--- config.mk ---
export PLATFORM = sky130hd
export DESIGN_NAME = uart_tx_arb
export DESIGN_NICKNAME = d
export VERILOG_FILES = /design/src/rtl/uart_tx_arb_pkg.sv /design/src/rtl/uart_rr_pick.sv /design/src/rtl/uart_tx_arb.sv
export SDC_FILE = /design/constraint.sdc
export NUM_CORES = 1
export LEC_CHECK = 0
export CORE_MARGIN = 2
export CORE_UTILIZATION = 45
export DETAILED_ROUTE_END_ITERATION = 12
export PLACE_DENSITY = 0.69
export SLEW_MARGIN = 20
export SYNTH_ARGS = -nofsm -noshare
export SYNTH_HDL_FRONTEND = slang
export SYNTH_HIERARCHICAL = 1
export SYNTH_SLANG_ARGS = --single-unit
--- constraint.sdc ---
create_clock -name clk -period 3.4 [get_ports clk]
set_clock_uncertainty 0.15 [all_clocks]
set_input_delay 0.68 -clock clk [delete_from_list [all_inputs] [get_ports clk]]
set_output_delay 0.68 -clock clk [all_outputs]
set_load 0.03 [all_outputs]
--- src/rtl/uart_tx_arb_pkg.sv ---
// uart_tx_arb_pkg: shared types and widths for the UART transmit arbiter.
// Holds the FSM state encoding, the byte width and the owner-index width.
package uart_tx_arb_pkg;

  localparam int BYTE_W = 8;
  localparam int OWN_W  = 2;

  typedef enum logic [1:0] {
    ST_IDLE = 2'd0,
    ST_SEND = 2'd1,
    ST_HOLD = 2'd2
  } arb_st_e;

endpackage

--- src/rtl/uart_rr_pick.sv ---
// uart_rr_pick: combinational round-robin picker.
// req_i/ptr_i in; vld_o = any request, idx_o = first set bit at or above ptr_i (wrapping).
module uart_rr_pick
  import uart_tx_arb_pkg::*;
#(
  parameter int NREQ = 2
) (
  input  logic [NREQ-1:0]  req_i,
  input  logic [OWN_W-1:0] ptr_i,
  output logic             vld_o,
  output logic [OWN_W-1:0] idx_o
);

  logic [2*NREQ-1:0] dbl;
  logic [NREQ-1:0]   rot;
  logic [OWN_W-1:0]  off;
  logic [OWN_W:0]    sum;

  // Rotate so the pointer position lands on bit 0.
  assign dbl = {req_i, req_i};
  assign rot = NREQ'(dbl >> ptr_i);

  // Descending scan: the lowest set offset is written last.
  always_comb begin
    off = '0;
    for (int k = NREQ - 1; k >= 0; k--) begin
      if (rot[k]) off = OWN_W'(k);
    end
  end

  assign vld_o = |req_i;
  assign sum   = {1'b0, ptr_i} + {1'b0, off};
  assign idx_o = (sum >= (OWN_W+1)'(NREQ))
               ? OWN_W'(sum - (OWN_W+1)'(NREQ))
               : sum[OWN_W-1:0];

endmodule

--- src/rtl/uart_tx_arb.sv ---
// uart_tx_arb: round-robin arbiter sharing one uart_tx between NREQ producers.
// In: clk, reset (async, low), req, req_data, req_last, tx_busy, tx_end.
// Out: ack, tx_start, tx_data, owner, locked, lock_abort (all registered).
module uart_tx_arb
  import uart_tx_arb_pkg::*;
#(
  parameter int NREQ    = 2,
  parameter int HOLD_TO = 1024
) (
  input  logic                   clk,
  input  logic                   reset,
  input  logic [NREQ-1:0]        req,
  input  logic [BYTE_W*NREQ-1:0] req_data,
  input  logic [NREQ-1:0]        req_last,
  output logic [NREQ-1:0]        ack,
  output logic                   tx_start,
  output logic [BYTE_W-1:0]      tx_data,
  input  logic                   tx_busy,
  input  logic                   tx_end,
  output logic [OWN_W-1:0]       owner,
  output logic                   locked,
  output logic                   lock_abort
);

  localparam logic [15:0] CNT_MAX = 16'(HOLD_TO - 1);

  arb_st_e            state_q;
  logic [OWN_W-1:0]   ptr_q;
  logic [OWN_W-1:0]   ptr_d;
  logic [OWN_W-1:0]   owner_q;
  logic [15:0]        cnt_q;
  logic               last_q;
  logic               locked_q;
  logic               abort_q;
  logic               start_q;
  logic [NREQ-1:0]    ack_q;
  logic [BYTE_W-1:0]  data_q;

  logic               pick_vld;
  logic [OWN_W-1:0]   pick_idx;
  logic [NREQ-1:0]    pick_oh;
  logic [BYTE_W-1:0]  pick_data;
  logic               pick_last;
  logic [NREQ-1:0]    own_oh;
  logic [BYTE_W-1:0]  own_data;
  logic               own_last;
  logic               own_req;

  uart_rr_pick #(
    .NREQ (NREQ)
  ) u_pick (
    .req_i (req),
    .ptr_i (ptr_q),
    .vld_o (pick_vld),
    .idx_o (pick_idx)
  );

  // Mux out the winner's and the owner's byte without wide index math.
  always_comb begin
    pick_oh   = '0;
    pick_data = '0;
    pick_last = 1'b0;
    own_oh    = '0;
    own_data  = '0;
    own_last  = 1'b0;
    for (int i = 0; i < NREQ; i++) begin
      if (pick_idx == OWN_W'(i)) begin
        pick_oh[i] = 1'b1;
        pick_data  = req_data[BYTE_W*i +: BYTE_W];
        pick_last  = req_last[i];
      end
      if (owner_q == OWN_W'(i)) begin
        own_oh[i] = 1'b1;
        own_data  = req_data[BYTE_W*i +: BYTE_W];
        own_last  = req_last[i];
      end
    end
  end

  assign own_req = |(req & own_oh);
  assign ptr_d   = (owner_q == OWN_W'(NREQ - 1))
                 ? '0 : owner_q + OWN_W'(1);

  always_ff @(posedge clk or negedge reset) begin
    if (!reset) begin
      state_q  <= ST_IDLE;
      ptr_q    <= '0;
      owner_q  <= '0;
      cnt_q    <= '0;
      last_q   <= 1'b0;
      locked_q <= 1'b0;
      abort_q  <= 1'b0;
      start_q  <= 1'b0;
      ack_q    <= '0;
      data_q   <= '0;
    end else begin
      start_q <= 1'b0;
      ack_q   <= '0;
      abort_q <= 1'b0;
      unique case (state_q)
        ST_IDLE: begin
          if (!tx_busy && pick_vld) begin
            data_q  <= pick_data;
            owner_q <= pick_idx;
            last_q  <= pick_last;
            start_q <= 1'b1;
            ack_q   <= pick_oh;
            state_q <= ST_SEND;
          end
        end
        ST_SEND: begin
          if (tx_end) begin
            if (last_q) begin
              ptr_q    <= ptr_d;
              locked_q <= 1'b0;
              state_q  <= ST_IDLE;
            end else begin
              locked_q <= 1'b1;
              cnt_q    <= '0;
              state_q  <= ST_HOLD;
            end
          end
        end
        ST_HOLD: begin
          // A request in the expiry cycle still wins over the abort.
          if (own_req) begin
            data_q  <= own_data;
            last_q  <= own_last;
            start_q <= 1'b1;
            ack_q   <= own_oh;
            cnt_q   <= '0;
            state_q <= ST_SEND;
          end else if (cnt_q == CNT_MAX) begin
            abort_q  <= 1'b1;
            locked_q <= 1'b0;
            ptr_q    <= ptr_d;
            state_q  <= ST_IDLE;
          end else begin
            cnt_q <= cnt_q + 16'd1;
          end
        end
        default: state_q <= ST_IDLE;
      endcase
    end
  end

  assign ack        = ack_q;
  assign tx_start   = start_q;
  assign tx_data    = data_q;
  assign owner      = owner_q;
  assign locked     = locked_q;
  assign lock_abort = abort_q;

endmodule

* Word level (Yosys, flattened, before mapping)
Cells that the tools add are included. Widths: inputs -> output; s select.
Storage, ports and cells: bits in registers 36, latch bits 0, memory bits (writable) 0, bits in read-only memories 0, bits of input ports 24, output and inout port bits 15, logic and storage cells 98, memories kept 0
Cells by class: add/sub/neg operators 4, multiply operators 0, divide/modulo/power cells 0, $lt $le $gt $ge 1, equality and inequality tests 14, shift-type cells 1, mux-type cells 52, bitwise operators 1, reduce and logical (&&, ||, !) cells 15
Operator list (number):
- $mux 16 | 4
- $mux 8 | 6
- $pmux 16 s2 | 1
- $mux 2 | 13
- $mux 1 | 21
- $add 16x1->16 const B | 1
- $eq 16x10->1 const B | 1
- $pmux 8 s2 | 1
- $ne 2x2->1 const B | 7
- $pmux 2 s2 | 2
- $reduce_and 4->1 | 2
- $eq 2x1->1 const B | 3
- $logic_not 2->1 | 3
- $ne 3x3->1 const B | 2
- $pmux 1 s2 | 3
- $pmux 2 s3 | 1
- $reduce_and 3->1 | 2
- $reduce_and 5->1 | 1
- $reduce_bool 2->1 | 2
- $reduce_or 2->1 | 2
- $shr 4x2->2 | 1
- $add 2x1->3 | 1
- $ge 3x2->1 const B | 1
- $add 2x1->2 const B | 1
- 6 further kinds | 6

* Longest topological paths before layout
Gate-level depths: netlist of the first run.
depth in word-level cells 11, depth in mapped cells 10, depth with buffers taken out 10

* Modules after synthesis
Netlist of the first run, hierarchy kept.
Modules (own cells, without submodules):
- uart_tx_arb | times used 1, cells each 193, area each 1861.8 µm², seq. area each 900.9 µm²
- uart_rr_pick | times used 1, cells each 11, area each 83.8 µm², seq. area each 0.0 µm²

* Worst setup path before layout of the first run
No wires, ideal clock.
path type input-to-reg, start in req[0], end reg last_q, arrival time 2550 ps, required time 3173 ps, slack 623 ps, stages 10, path buffers 0, cells stage by stage nor2b_1 > a32o_1 > ha_1 > inv_1 > ha_1 > o211ai_1 > o21ai_0 > o31ai_2 > a22oi_1 > o21ai_1
On the way: longest elaborated chain between the ends 11, elaborated cells between the ends (all ways) 20, classes of those cells add/sub (2); order compare (1); eq/ne (3); shift (1); mux (7); bitwise (1); reduce/logical (5)
Ends and longest elaborated chain:
- from (decl) | RTL line uart_tx_arb.sv:12 | input logic [NREQ-1:0] req,
- $shr 4x2->2 (*) | RTL line uart_rr_pick.sv:21 | assign rot = NREQ'(dbl >> ptr_i);
- $mux 1 | RTL line uart_rr_pick.sv:27 | if (rot[k]) off = OWN_W'(k);
- $mux 1 (*) | RTL line uart_rr_pick.sv:27
- $add 2x1->3 (*) | RTL line uart_rr_pick.sv:32 | assign sum = {1'b0, ptr_i} + {1'b0, off};
- $ge 3x2->1 or $sub 2x2->2 (tied branches) | RTL line uart_rr_pick.sv:33, uart_rr_pick.sv:34
- $mux 2 (*) | RTL line uart_rr_pick.sv:34 | ? OWN_W'(sum - (OWN_W+1)'(NREQ))
- via pick_idx[1] | RTL line uart_tx_arb.sv:40 | logic [OWN_W-1:0] pick_idx;
- $logic_not 2->1 | RTL line uart_tx_arb.sv:67 | if (pick_idx == OWN_W'(i)) begin
- $mux 1 | RTL line uart_tx_arb.sv:67
- $mux 1 (*) | RTL line uart_tx_arb.sv:67
- $mux 1 (*) | RTL line uart_tx_arb.sv:102 | if (!tx_busy && pick_vld) begin
- $pmux 1 s2 (*) | RTL line uart_tx_arb.sv:100 | unique case (state_q)
- to (signal assigned) | RTL line uart_tx_arb.sv:105 | last_q <= pick_last;
- to (signal assigned) | RTL line uart_tx_arb.sv:128 | last_q <= own_last;
- to (decl) | RTL line uart_tx_arb.sv:32 | logic last_q;
Mark *: on every way through the listed nets, which the timed path passes. The rest lies on a longest branch. The select of a mux whose other input is x is not followed. A chain may end at the register's enable or synchronous reset.

* Worst setup path in the final report of the first run
start in req[0], end reg data_q[2] (netlist: tx_data[2])
On the way: longest elaborated chain between the ends 11, elaborated cells between the ends (all ways) 20, classes of those cells add/sub (2); order compare (1); eq/ne (3); shift (1); mux (7); bitwise (1); reduce/logical (5)
Ends and longest elaborated chain:
- $shr 4x2->2 (*) | RTL line uart_rr_pick.sv:21
- $mux 1 | RTL line uart_rr_pick.sv:27
- $mux 1 (*) | RTL line uart_rr_pick.sv:27
- $add 2x1->3 (*) | RTL line uart_rr_pick.sv:32
- $ge 3x2->1 or $sub 2x2->2 (tied branches) | RTL line uart_rr_pick.sv:33, uart_rr_pick.sv:34
- $mux 2 (*) | RTL line uart_rr_pick.sv:34
- via pick_idx[1] | RTL line uart_tx_arb.sv:40
- $logic_not 2->1 | RTL line uart_tx_arb.sv:67
- $mux 8 | RTL line uart_tx_arb.sv:67
- $mux 8 (*) | RTL line uart_tx_arb.sv:67
- $mux 8 (*) | RTL line uart_tx_arb.sv:102
- $pmux 8 s2 (*) | RTL line uart_tx_arb.sv:100
- to (signal assigned) | RTL line uart_tx_arb.sv:103 | data_q <= pick_data;
- to (signal assigned) | RTL line uart_tx_arb.sv:127 | data_q <= own_data;
- to (decl) | RTL line uart_tx_arb.sv:37 | logic [BYTE_W-1:0] data_q;
Marks and branches as above.

==> metrics.csv, run 1 <==
stage;metric;value;unit
logic_synthesis;syn nets;232;
power_and_ir_drop;worst vdd ir;0.0004931;V
cts;clk_lat worst skew;0.28;ns
power_and_ir_drop;P per Cell Area;766.5;nW/um^2
global_routing;largest net degree at the start of global routing;37;
critical_path;Startpoint Class;input pin;
sta;final hold vios;0;
sta;setup ws final;0.2072;ns
global_routing;grt ovf;0;
cts;clock tree root driver cell;clkbuf_8;
die;Die Ht;69.76;um
cts;number of CTS-inserted buffers;5;
detailed_routing;post-route ant nets;0;
logic_synthesis;Yosys top cell area share;46.30;%
logic_synthesis;Cell variety after synth;47;
sta;Final period util;93.91;%
critical_path;CP Launch Point;req[0];
detailed_routing;vias;1695;
critical_path;R2R depth;9;
detailed_routing;Detailed Route Iter0 Violations;107;
sta;Slew @ Worst Pin;0.7897;ns
sta;final setup fails;0;
logic_synthesis;Yosys Warn Count;6;
sta;FMAX;0.3132;GHz
die;Initial Utilization;47.61;%
die;die area;4866;um^2
hold_path;HP Class;in2async;
cts;Reg clk slew, reported paths;0.07;ns
power_and_ir_drop;leakage;1.052;nW
cts;clk buf depth;2;
logic_synthesis;largest cells by area after synthesis;dfrtp_1, o21ai_0, nand2_1, a22oi_1, a21oi_1;
cts;Post-CTS Setup Bufs;0;
critical_path;Worst setup EP type;flop;
die;Rows;23;
detailed_routing;Residual DRC;0;
place;Buffers on Ports;38;
logic_synthesis;Yosys top cell by area;dfrtp_1;
cts;clock sinks;36;
cts;clock tree from TritonCTS;done;
place;pre-CTS setup slack;-0.1364;ns
global_routing;vias in the first global route;1651;
detailed_routing;total wire length;4207;um
critical_path;worst r2r dst;tx_data[2];
place;Final HPWL DP;3047;um
sta;RSZ-0062 raised after global routing;no;
global_routing;gr usage total;18.28;%
logic_synthesis;cell area after synthesis;1946;um^2
job;Max-Cap Viols;0;
critical_path;critical path fanouts, max;9;
logic_synthesis;#FFs+latches synth;36;
die;I/O pins;39;
cells_and_area;fin nets;277;
sta;headroom to the max-slew limit;47.36;%
global_routing;first-pass GRT wire length;7245;um
critical_path;CP Data Arrival Time;3.18;ns
logic_synthesis;Synth Instances;204;
detailed_routing;WL/cell;14.07;um
logic_synthesis;ys async rst share;100.0;%
sta;worst hold slack;0.3214;ns
place;RePlAce Congestion;0.8066;
logic_synthesis;Post-synth top flop;dfrtp_1;
critical_path;flop-to-flop setup slack;0.76;ns
sta;fin. max-slew vios;0;
logic_synthesis;Post-synth EDFFs;0;
cells_and_area;layout cells sized above 1;10.84;%
power_and_ir_drop;Pwr Total;1.917;mW
global_routing;antenna violations before repair;0;
critical_path;FF-to-FF Start;ptr_q[1];
logic_synthesis;syn_area_per_cell;9.537;um^2
outcome;status;complete, no violations;
die;core area;4086;um^2
logic_synthesis;Seq/Total Area, Yosys;46.30;%
detailed_routing;DRT Pass-1 Iters;4;
critical_path;Setup CP Type;in2reg;
cells_and_area;Area Growth Syn to Fin;28.55;%
die;Die Wd;69.76;um
critical_path;Req. time, crit path;3.39;ns
sta;setup TNS;0;ns
cts;H-tree depth;2;
cells_and_area;# diodes;0;
detailed_routing;Avg Vias per Cell;5.669;
sta;final worst path period need;3.193;ns
## worst max path at each step
stage                 end  slack, ns  depth (start not counted)
3_5_place_dp   tx_data[2]      -0.14                         11
6_report       tx_data[2]       0.21                         10
4_1_cts        tx_data[2]       0.15                         11
2_1_floorplan      last_q       0.62                         10
5_1_grt        tx_data[2]       0.05                         10
3_3_place_gp   tx_data[2]      -0.07                         11
## layout make-up
class / count / area (um^2)
clock buffers: 6 / 72.57
clock inverters: 1 / 5.005
fillers: 380 / 1585
inverters: 12 / 45.04
multi-input cells: 148 / 979.7
flip-flops and latches: 36 / 900.9
well taps: 50 / 62.56
repair buffers: 46 / 435.4
## flip-flops by register name, summed over array words and instances (netlist names)
register    cells
locked          1
lock_abort      1
tx_start        1
ptr_q           2
state_q         2
owner           2
tx_data         8
cnt_q          16
last_q          1
ack             2
## repair_timing
| item | CTS | global route |
|---|---|---|
| hold buffers | 0 | 0 |
| setup endpoints to repair | 0 | 7 |
| gates resized for setup | 0 | 2 |
## cells by family after synthesis
logic type	count (synthesis)	synth area share, %
multiplexers	5	2.958
buffers and inverters	20	4.244
adder cells (fa/ha/maj)	4	2.572
AO/OA/AOI/OAI	75	25.27
flip-flops	36	46.30
AND/OR/NAND/NOR	64	18.65
## synth_stat cells (4+ instances only)
library cell	instances
and3_1	4
o21ai_0	22
nor2_1	4
dfrtp_1	36
ha_1	4
nor2b_1	5
nand4_1	4
a31oi_1	7
o21ai_1	9
clkbuf_1	4
and4_1	4
nand3_1	5
and2_1	4
inv_1	12
a21oi_1	10
nand2_1	19
a22oi_1	9
## cells in the final DEF, fill, tap and decap left out, drive strengths merged, types with 2 or more instances in the layout
cell,count
clkdlybuf4s50,37
dfrtp,36
o21ai,32
nand2,19
inv,12
a21oi,10
a22oi,9
buf,9
a31oi,7
clkbuf,6
nor2,6
nor2b,5
nand3,5
nand4,5
and4,4
and3,4
and2,4
ha,4
o31ai,4
nand2b,3
mux2,3
nor3,2
o32ai,2
o32a,2
o41ai,2
mux2i,2
a2bb2oi,2
## layer usage
metal / track usage, % / vias to the layer above / share of wire (%)
met5: 0 / - / 0
met1: 23.64 / 795 / 45
li1: - / 847 / -
met4: 5.769 / 0 / 1.1
met3: 4.506 / 5 / 6.1
met2: 30.24 / 48 / 47
## metrics by stage
stage / utilization, % / instances / instance area [um^2]
after floorplan: - / 204 / 1946
final: 61.21 / 299 / 2501
after global placement: 58.88 / 292 / 2406
after CTS: 60.78 / 299 / 2484
after detailed placement: 58.88 / 292 / 2406
after global routing: 61.21 / 299 / 2501
## report_power, final
part | total (mW) | switching (mW) | internal (mW)
Combinational | 0.991 | 0.563 | 0.428
Sequential | 0.642 | 0.103 | 0.539
Clock | 0.284 | 0.145 | 0.139
Total | 1.92 | 0.811 | 1.11
## critical path, cell delays in order
cell             delay, ns
clkdlybuf4s50_1       0.43
nor2b_1               0.14
a32o_1                0.26
ha_1                  0.20
inv_1                 0.06
ha_1                  0.22
o21ai_0               0.62
o31ai_4               0.22
a22oi_1               0.26
o21ai_1               0.09
Note: power is estimated with default switching activity, not from simulation.
==> run 2: changes to the inputs <==
--- a/config.mk
+++ b/config.mk
@@ -9,7 +9,6 @@
 export CORE_UTILIZATION = 45
 export DETAILED_ROUTE_END_ITERATION = 12
 export PLACE_DENSITY = 0.69
-export SLEW_MARGIN = 20
 export SYNTH_ARGS = -nofsm -noshare
 export SYNTH_HDL_FRONTEND = slang
 export SYNTH_HIERARCHICAL = 1
==> constraint.sdc (replaced) <==
create_clock -name clk -period 3.4 [get_ports clk]
set_clock_uncertainty 0.15 [all_clocks]
set_input_delay 0.51 -clock clk [delete_from_list [all_inputs] [get_ports clk]]
set_output_delay 0.51 -clock clk [all_outputs]
set_load 0.03 [all_outputs]
==> run 2 against run 1 <==
- critical path depth increased by 1
- sequential share of layout area is 0.59 points higher
- wire length grew 3.6%
- global-route usage rose by 0.64 points
- combinational power shrank 4.1%
- die area did not move
- clock power about the same
- worst hold slack lost 0.16 ns
- critical endpoint unchanged
- sequential power rose by 0.6%
- maximum frequency increased by 2.2%
- setup slack improved by 0.069 ns
==> metrics.csv, run 2 (synthesized netlist as in run 1, its figures left out) <==
stage;metric;value;unit;change
cts;CTS resizes;0;;unchanged
die;Initial Utilization;47.61;%;unchanged
power_and_ir_drop;Sw Ratio;42.61;%;+0.31 points
detailed_routing;total wire length;4357;um;+3.6%
detailed_routing;met1 wire length;2101;um;+10%
detailed_routing;Residual DRC;0;;unchanged
sta;final setup fails;0;;unchanged
cts;clk buf depth;2;;unchanged
place;pre-CTS setup slack;-0.04615;ns;+0.09029 ns
die;Die Wd;69.76;um;unchanged
power_and_ir_drop;cell internal pwr;1.080;mW;-2.4%
job;Max-Cap Viols;0;;unchanged
power_and_ir_drop;leakage;1.034;nW;-1.7%
global_routing;grt ovf;0;;unchanged
detailed_routing;post-route ant nets;0;;unchanged
place;Final HPWL DP;3014;um;-1.1%
sta;final worst path period need;3.124;ns;-0.06883 ns
detailed_routing;vias;1684;;-0.65%
detailed_routing;Avg Vias per Cell;5.689;;+0.36%
cts;clock tree root driver cell;clkbuf_8;;
cells_and_area;Area Growth Syn to Fin;26.50;%;
power_and_ir_drop;Psw;0.8019;mW;-1.1%
sta;Slew @ Worst Pin;0.8070;ns;+0.01736 ns
cells_and_area;fin nets;274;;-1.1%
global_routing;vias in the first global route;1586;;-3.9%
cells_and_area;max FFs per register;16;;unchanged
critical_path;critical path fanouts, max;9;;unchanged
cts;clock tree from TritonCTS;done;;
cells_and_area;highest-count cells in the layout ignoring fill and taps;clkdlybuf4s50_1, dfrtp_1, o21ai_0;;
detailed_routing;routed wl met3;249;um;-2.7%
outcome;status;complete, no violations;;
die;Rows;23;;unchanged
sta;Final period util;91.88;%;-2.0 points
global_routing;antenna violations before repair;0;;unchanged
detailed_routing;Highest Signal Layer;met4;;
critical_path;Worst setup EP type;flop;;
sta;final hold vios;0;;unchanged
die;core area;4086;um^2;unchanged
cts;number of CTS-inserted buffers;5;;unchanged
cts;Post-CTS Setup Bufs;0;;unchanged
sta;setup TNS;0;ns;unchanged
detailed_routing;Detailed Route Iter0 Violations;123;;+15%
cells_and_area;design area;2461;um^2;-1.6%
detailed_routing;WL/cell;14.72;um;+4.6%
power_and_ir_drop;P per Cell Area;764.7;nW/um^2;-0.23%
sta;headroom to the max-slew limit;46.20;%;-1.2 points
detailed_routing;DRT Pass-1 Iters;4;;unchanged
global_routing;gr usage total;18.93;%;+0.64 points
cts;H-tree depth;2;;unchanged
sta;FMAX;0.3201;GHz;+2.2%
die;die area;4866;um^2;unchanged
cts;# hold bufs at CTS;0;;unchanged
cells_and_area;layout cells sized above 1;9.756;%;-1.1 points
cts;clk_lat worst skew;0.28;ns;about the same
power_and_ir_drop;Clk pwr share;15.2;%;+0.4 points
critical_path;Req. time, crit path;3.46;ns;+0.07 ns
sta;RSZ-0062 raised after global routing;no;;
sta;fin. max-slew vios;0;;unchanged
cts;Reg clk slew, reported paths;0.07;ns;about the same
power_and_ir_drop;combinational share of power;50.5;%;-1.2 points
place;DP Area;2384;um^2;-0.94%
cells_and_area;Reg with most FFs;cnt_q;;
cts;clock sinks;36;;unchanged
critical_path;CP Data Arrival Time;3.18;ns;about the same
power_and_ir_drop;worst vdd ir;0.0005973;V;+21%
global_routing;largest net degree at the start of global routing;37;;unchanged
cells_and_area;# diodes;0;;unchanged
place;RePlAce Congestion;0.8210;;+1.8%
die;Die Ht;69.76;um;unchanged
critical_path;Setup CP Type;in2reg;;
critical_path;Startpoint Class;input pin;;
hold_path;HP Class;in2async;;
place;Buffers on Ports;38;;unchanged
sta;setup ws final;0.2760;ns;+0.06883 ns
global_routing;first-pass GRT wire length;7417;um;+2.4%
power_and_ir_drop;Pwr Total;1.882;mW;-1.8%
detailed_routing;WL met2;1964;um;-1.6%
power_and_ir_drop;sequential share of power;34.3;%;+0.8 points
die;I/O pins;39;;unchanged
cells_and_area;most common cell after layout, fill and taps aside;clkdlybuf4s50_1;;
## run 2: cell types whose count changed in the layout (fill, tap and decap cells not counted)
cell	change
o31ai_4	-2
buf_4	-3
o31ai_2	+2
## run 2: layer usage
metal  track usage, %  vias to the layer above
met5                0                        -
met4            4.487                        0
met3            6.105                        6
met2            30.88                       43
met1            24.58                      789
li1                 -                      846
## run 2: power by group through the flow
stage / Sequential, mW / Combinational (mW) / Clock (mW)
CTS: 0.646 / 0.958 / 0.295
detailed placement: 0.653 / 0.954 / 0
global route: 0.665 / 1.05 / 0.313
finish: 0.646 / 0.950 / 0.286
global placement: 0.652 / 0.945 / 0
floorplan: 0.748 / 0.540 / 0
## run 2: cell type report
class / count / area [um^2]
timing repair buffer: 43 / 412.9
sequential: 36 / 900.9
multi-input combinational: 148 / 962.2
inverter: 12 / 45.04
fill: 379 / 1625
clock inverter: 1 / 5.005
tap: 50 / 62.56
clock buffer: 6 / 72.57
## run 2: final timing paths
kind / startpoint / endpoint / slack, ns / depth (start not counted)
min in group clk: tx_data[7] / tx_data[7] / 0.34 / 2
setup reg to reg: ptr_q[0] / tx_data[2] / 0.73 / 10
hold / removal: reset / cnt_q[3] / 0.16 / 1
max in group asynchronous: reset / tx_data[7] / 2.43 / 1
hold reg to reg: tx_data[7] / tx_data[7] / 0.34 / 2
setup / recovery: req[0] / tx_data[2] / 0.28 / 11
## run 2: metrics by stage
step | hold slack [ns] | std cells | util (%)
6_report | 0.1587 | 296 | 60.23
5_1_grt | 0.2305 | 296 | 60.23
4_1_cts | 0.1944 | 296 | 60.23
3_5_place_dp | 0.3264 | 289 | 58.33
3_3_place_gp | 0.3203 | 289 | 58.33
2_1_floorplan | 0.06441 | 204 | -
## run 2: worst max-delay path: stages
cell and delay, ns:
clkdlybuf4s50_1 0.48, nor2b_1 0.17, a32o_1 0.26, ha_1 0.19, inv_1 0.06, ha_1 0.23
o211ai_1 0.09, o21ai_0 0.19, o31ai_2 0.63, a22oi_1 0.21, o21ai_1 0.16
==> run 3: changes to the inputs <==
--- a/config.mk
+++ b/config.mk
@@ -9,6 +9,7 @@
 export CORE_UTILIZATION = 45
 export DETAILED_ROUTE_END_ITERATION = 12
 export PLACE_DENSITY = 0.69
+export RECOVER_POWER = 100
 export SYNTH_ARGS = -nofsm -noshare
 export SYNTH_HDL_FRONTEND = slang
 export SYNTH_HIERARCHICAL = 1
==> run 3 against run 2 <==
- flip-flop and latch count did not move
- maximum frequency down 0.34%
- count of clock-buffer cells in the layout unchanged
- the run now ends with max-capacitance violations, max-slew violations left
- cell count unchanged
- total power decreased by 3.4%
- global-route usage unchanged
- setup slack got worse by 0.011 ns
- core utilization shrank 1.0 points
- largest power group unchanged
==> metrics.csv, run 3 (synthesized netlist as in run 1, its figures left out) <==
stage;metric;value;unit;change
critical_path;FF-to-FF Start;owner[0];;
critical_path;CP Data Arrival Time;3.19;ns;about the same
cts;clock tree from TritonCTS;done;;
cells_and_area;post-route insts no fill;296;;unchanged
die;I/O pins;39;;unchanged
global_routing;vias in the first global route;1586;;unchanged
cells_and_area;Filler cells;388;;+2.4%
die;core area;4086;um^2;unchanged
cells_and_area;Reg with most FFs;cnt_q;;
die;Die Ht;69.76;um;unchanged
cts;clock tree root driver cell;clkbuf_8;;
detailed_routing;post-route ant nets;0;;unchanged
cells_and_area;most common cell after layout, fill and taps aside;dfrtp_1;;
cts;clock sinks;36;;unchanged
detailed_routing;DRT Pass-1 Iters;4;;unchanged
cts;H-tree depth;2;;unchanged
detailed_routing;Avg Vias per Cell;5.693;;about the same
critical_path;Setup CP Type;in2reg;;
cells_and_area;max FFs per register;16;;unchanged
critical_path;Worst setup EP type;flop;;
cts;Post-CTS Setup Bufs;0;;unchanged
cells_and_area;fin nets;274;;unchanged
outcome;status;finished with violations;;
cells_and_area;Multi-input gate area;929.6;um^2;-3.4%
critical_path;CP max-delay cell;o21ai_1;;
global_routing;grt ovf;0;;unchanged
cts;clk buf depth;2;;unchanged
critical_path;Critical Path Max Stage Delay;0.93;ns;+0.30 ns
critical_path;Startpoint Class;input pin;;
sta;final worst path period need;3.135;ns;+0.01074 ns
detailed_routing;vias;1685;;+0.059%
cts;CTS resizes;0;;unchanged
place;Buffers on Ports;38;;unchanged
die;Initial Utilization;47.61;%;unchanged
power_and_ir_drop;worst vdd ir;0.0005969;V;about the same
cells_and_area;highest-count cells in the layout ignoring fill and taps;dfrtp_1, o21ai_0, clkdlybuf4s50_1;;
power_and_ir_drop;P per Cell Area;751.5;nW/um^2;-1.7%
die;die area;4866;um^2;unchanged
sta;fin. max-slew vios;37;;+37
job;Max-Cap Viols;1;;+1
detailed_routing;routed wl met3;273;um;+9.6%
detailed_routing;met1 wire length;2033;um;-3.2%
detailed_routing;WL/cell;14.72;um;about the same
sta;Final period util;92.20;%;+0.32 points
hold_path;Hold Startpoint;tx_data[7];;
sta;final setup fails;0;;unchanged
critical_path;CP Cell Sequence;clkdlybuf4s50_1 > mux2i_1 > o21ai_1 > nor2_1 > or4_1 > a21oi_1;;
global_routing;largest net degree at the start of global routing;37;;unchanged
cells_and_area;Area Growth Syn to Fin;24.37;%;
global_routing;antenna violations before repair;0;;unchanged
die;Die Wd;69.76;um;unchanged
detailed_routing;Highest Signal Layer;met4;;
cts;number of CTS-inserted buffers;5;;unchanged
critical_path;CP Launch Point;req[1];;
sta;worst hold slack;0.3270;ns;+0.1684 ns
place;RePlAce Congestion;0.8210;;unchanged
cells_and_area;register area;900.9;um^2;unchanged
detailed_routing;WL met2;2000;um;+1.8%
sta;final hold vios;0;;unchanged
global_routing;gr usage total;18.93;%;unchanged
sta;Slew @ Worst Pin;1.911;ns;+1.104 ns
cts;Reg clk slew, reported paths;0.06;ns;about the same
critical_path;Req. time, crit path;3.46;ns;about the same
detailed_routing;total wire length;4358;um;about the same
detailed_routing;Residual DRC;0;;unchanged
hold_path;HP Class;reg2reg;;
place;pre-CTS setup slack;-0.04615;ns;unchanged
sta;setup ws final;0.2653;ns;-0.01074 ns
place;# placed instances;289;;unchanged
outcome;failing checks;max-capacitance violations, max-slew violations;;
power_and_ir_drop;leakage;1.052;nW;+1.7%
cells_and_area;final core area utilization;59.22;%;-1.0 points
cts;# hold bufs at CTS;0;;unchanged
cells_and_area;# diodes;0;;unchanged
cts;clk_lat worst skew;0.29;ns;about the same
cells_and_area;layout cells sized above 1;6.098;%;-3.7 points
sta;RSZ-0062 raised after global routing;no;;
power_and_ir_drop;Pwr Total;1.819;mW;-3.4%
place;Final HPWL DP;3014;um;unchanged
sta;headroom to the max-slew limit;-27.43;%;-74 points
die;Rows;23;;unchanged
detailed_routing;Detailed Route Iter0 Violations;123;;unchanged
sta;FMAX;0.3190;GHz;-0.34%
critical_path;critical path fanouts, max;16;;+7
global_routing;first-pass GRT wire length;7417;um;unchanged
run 3: cell count changes in the layout (fill, tap and decap cells not counted), sizes merged:
cell and delta:
clkbuf +3, clkdlybuf4s50 -15, buf -3, dlygate4sd3 +15
run 3: power by group:
part | switching, mW | leakage, nW | internal [mW]
registers | 0.100 | 0.479 | 0.539
clock network | 0.147 | 0.0410 | 0.139
logic | 0.530 | 0.532 | 0.363
total | 0.777 | 1.05 | 1.04
run 3: worst paths after layout:
check | to | cells past startpoint | slack, ns
max | cnt_q[8] | 6 | 0.27
min | tx_data[7] | 2 | 0.33
min reg2reg | tx_data[7] | 2 | 0.33
max in group asynchronous | cnt_q[9] | 1 | 1.40
max reg2reg | cnt_q[8] | 5 | 0.49
min in group asynchronous | cnt_q[3] | 1 | 0.60
run 3: metal layers:
metal	track usage, %	up-vias
met3	6.105	8
met1	24.58	788
met5	0	-
met2	30.88	45
li1	-	844
met4	4.487	0
run 3: area by class of cell:
cell class	count	area share, %
inverter	12	1.861
multi-input combinational	148	38.42
clock buffer	6	2.999
clock inverter	1	0.2068
sequential	36	37.23
tap	50	2.585
timing repair buffer	43	16.70
run 3: worst max-delay path: cells and delay by family:
| family | cells | cell delay, ns |
|---|---|---|
| AOI/OAI and AO/OA | 2 | 1.09 |
| buffers and inverters | 1 | 0.54 |
| muxes | 1 | 0.13 |
| and+or+nand+nor | 2 | 0.92 |
run 3: stage by stage:
stage,cell area (um^2),TNS [ns]
2_1_floorplan,1946,0
3_3_place_gp,2384,0
3_5_place_dp,2384,-0.1709
4_1_cts,2461,0
5_1_grt,2420,0
6_report,2420,0
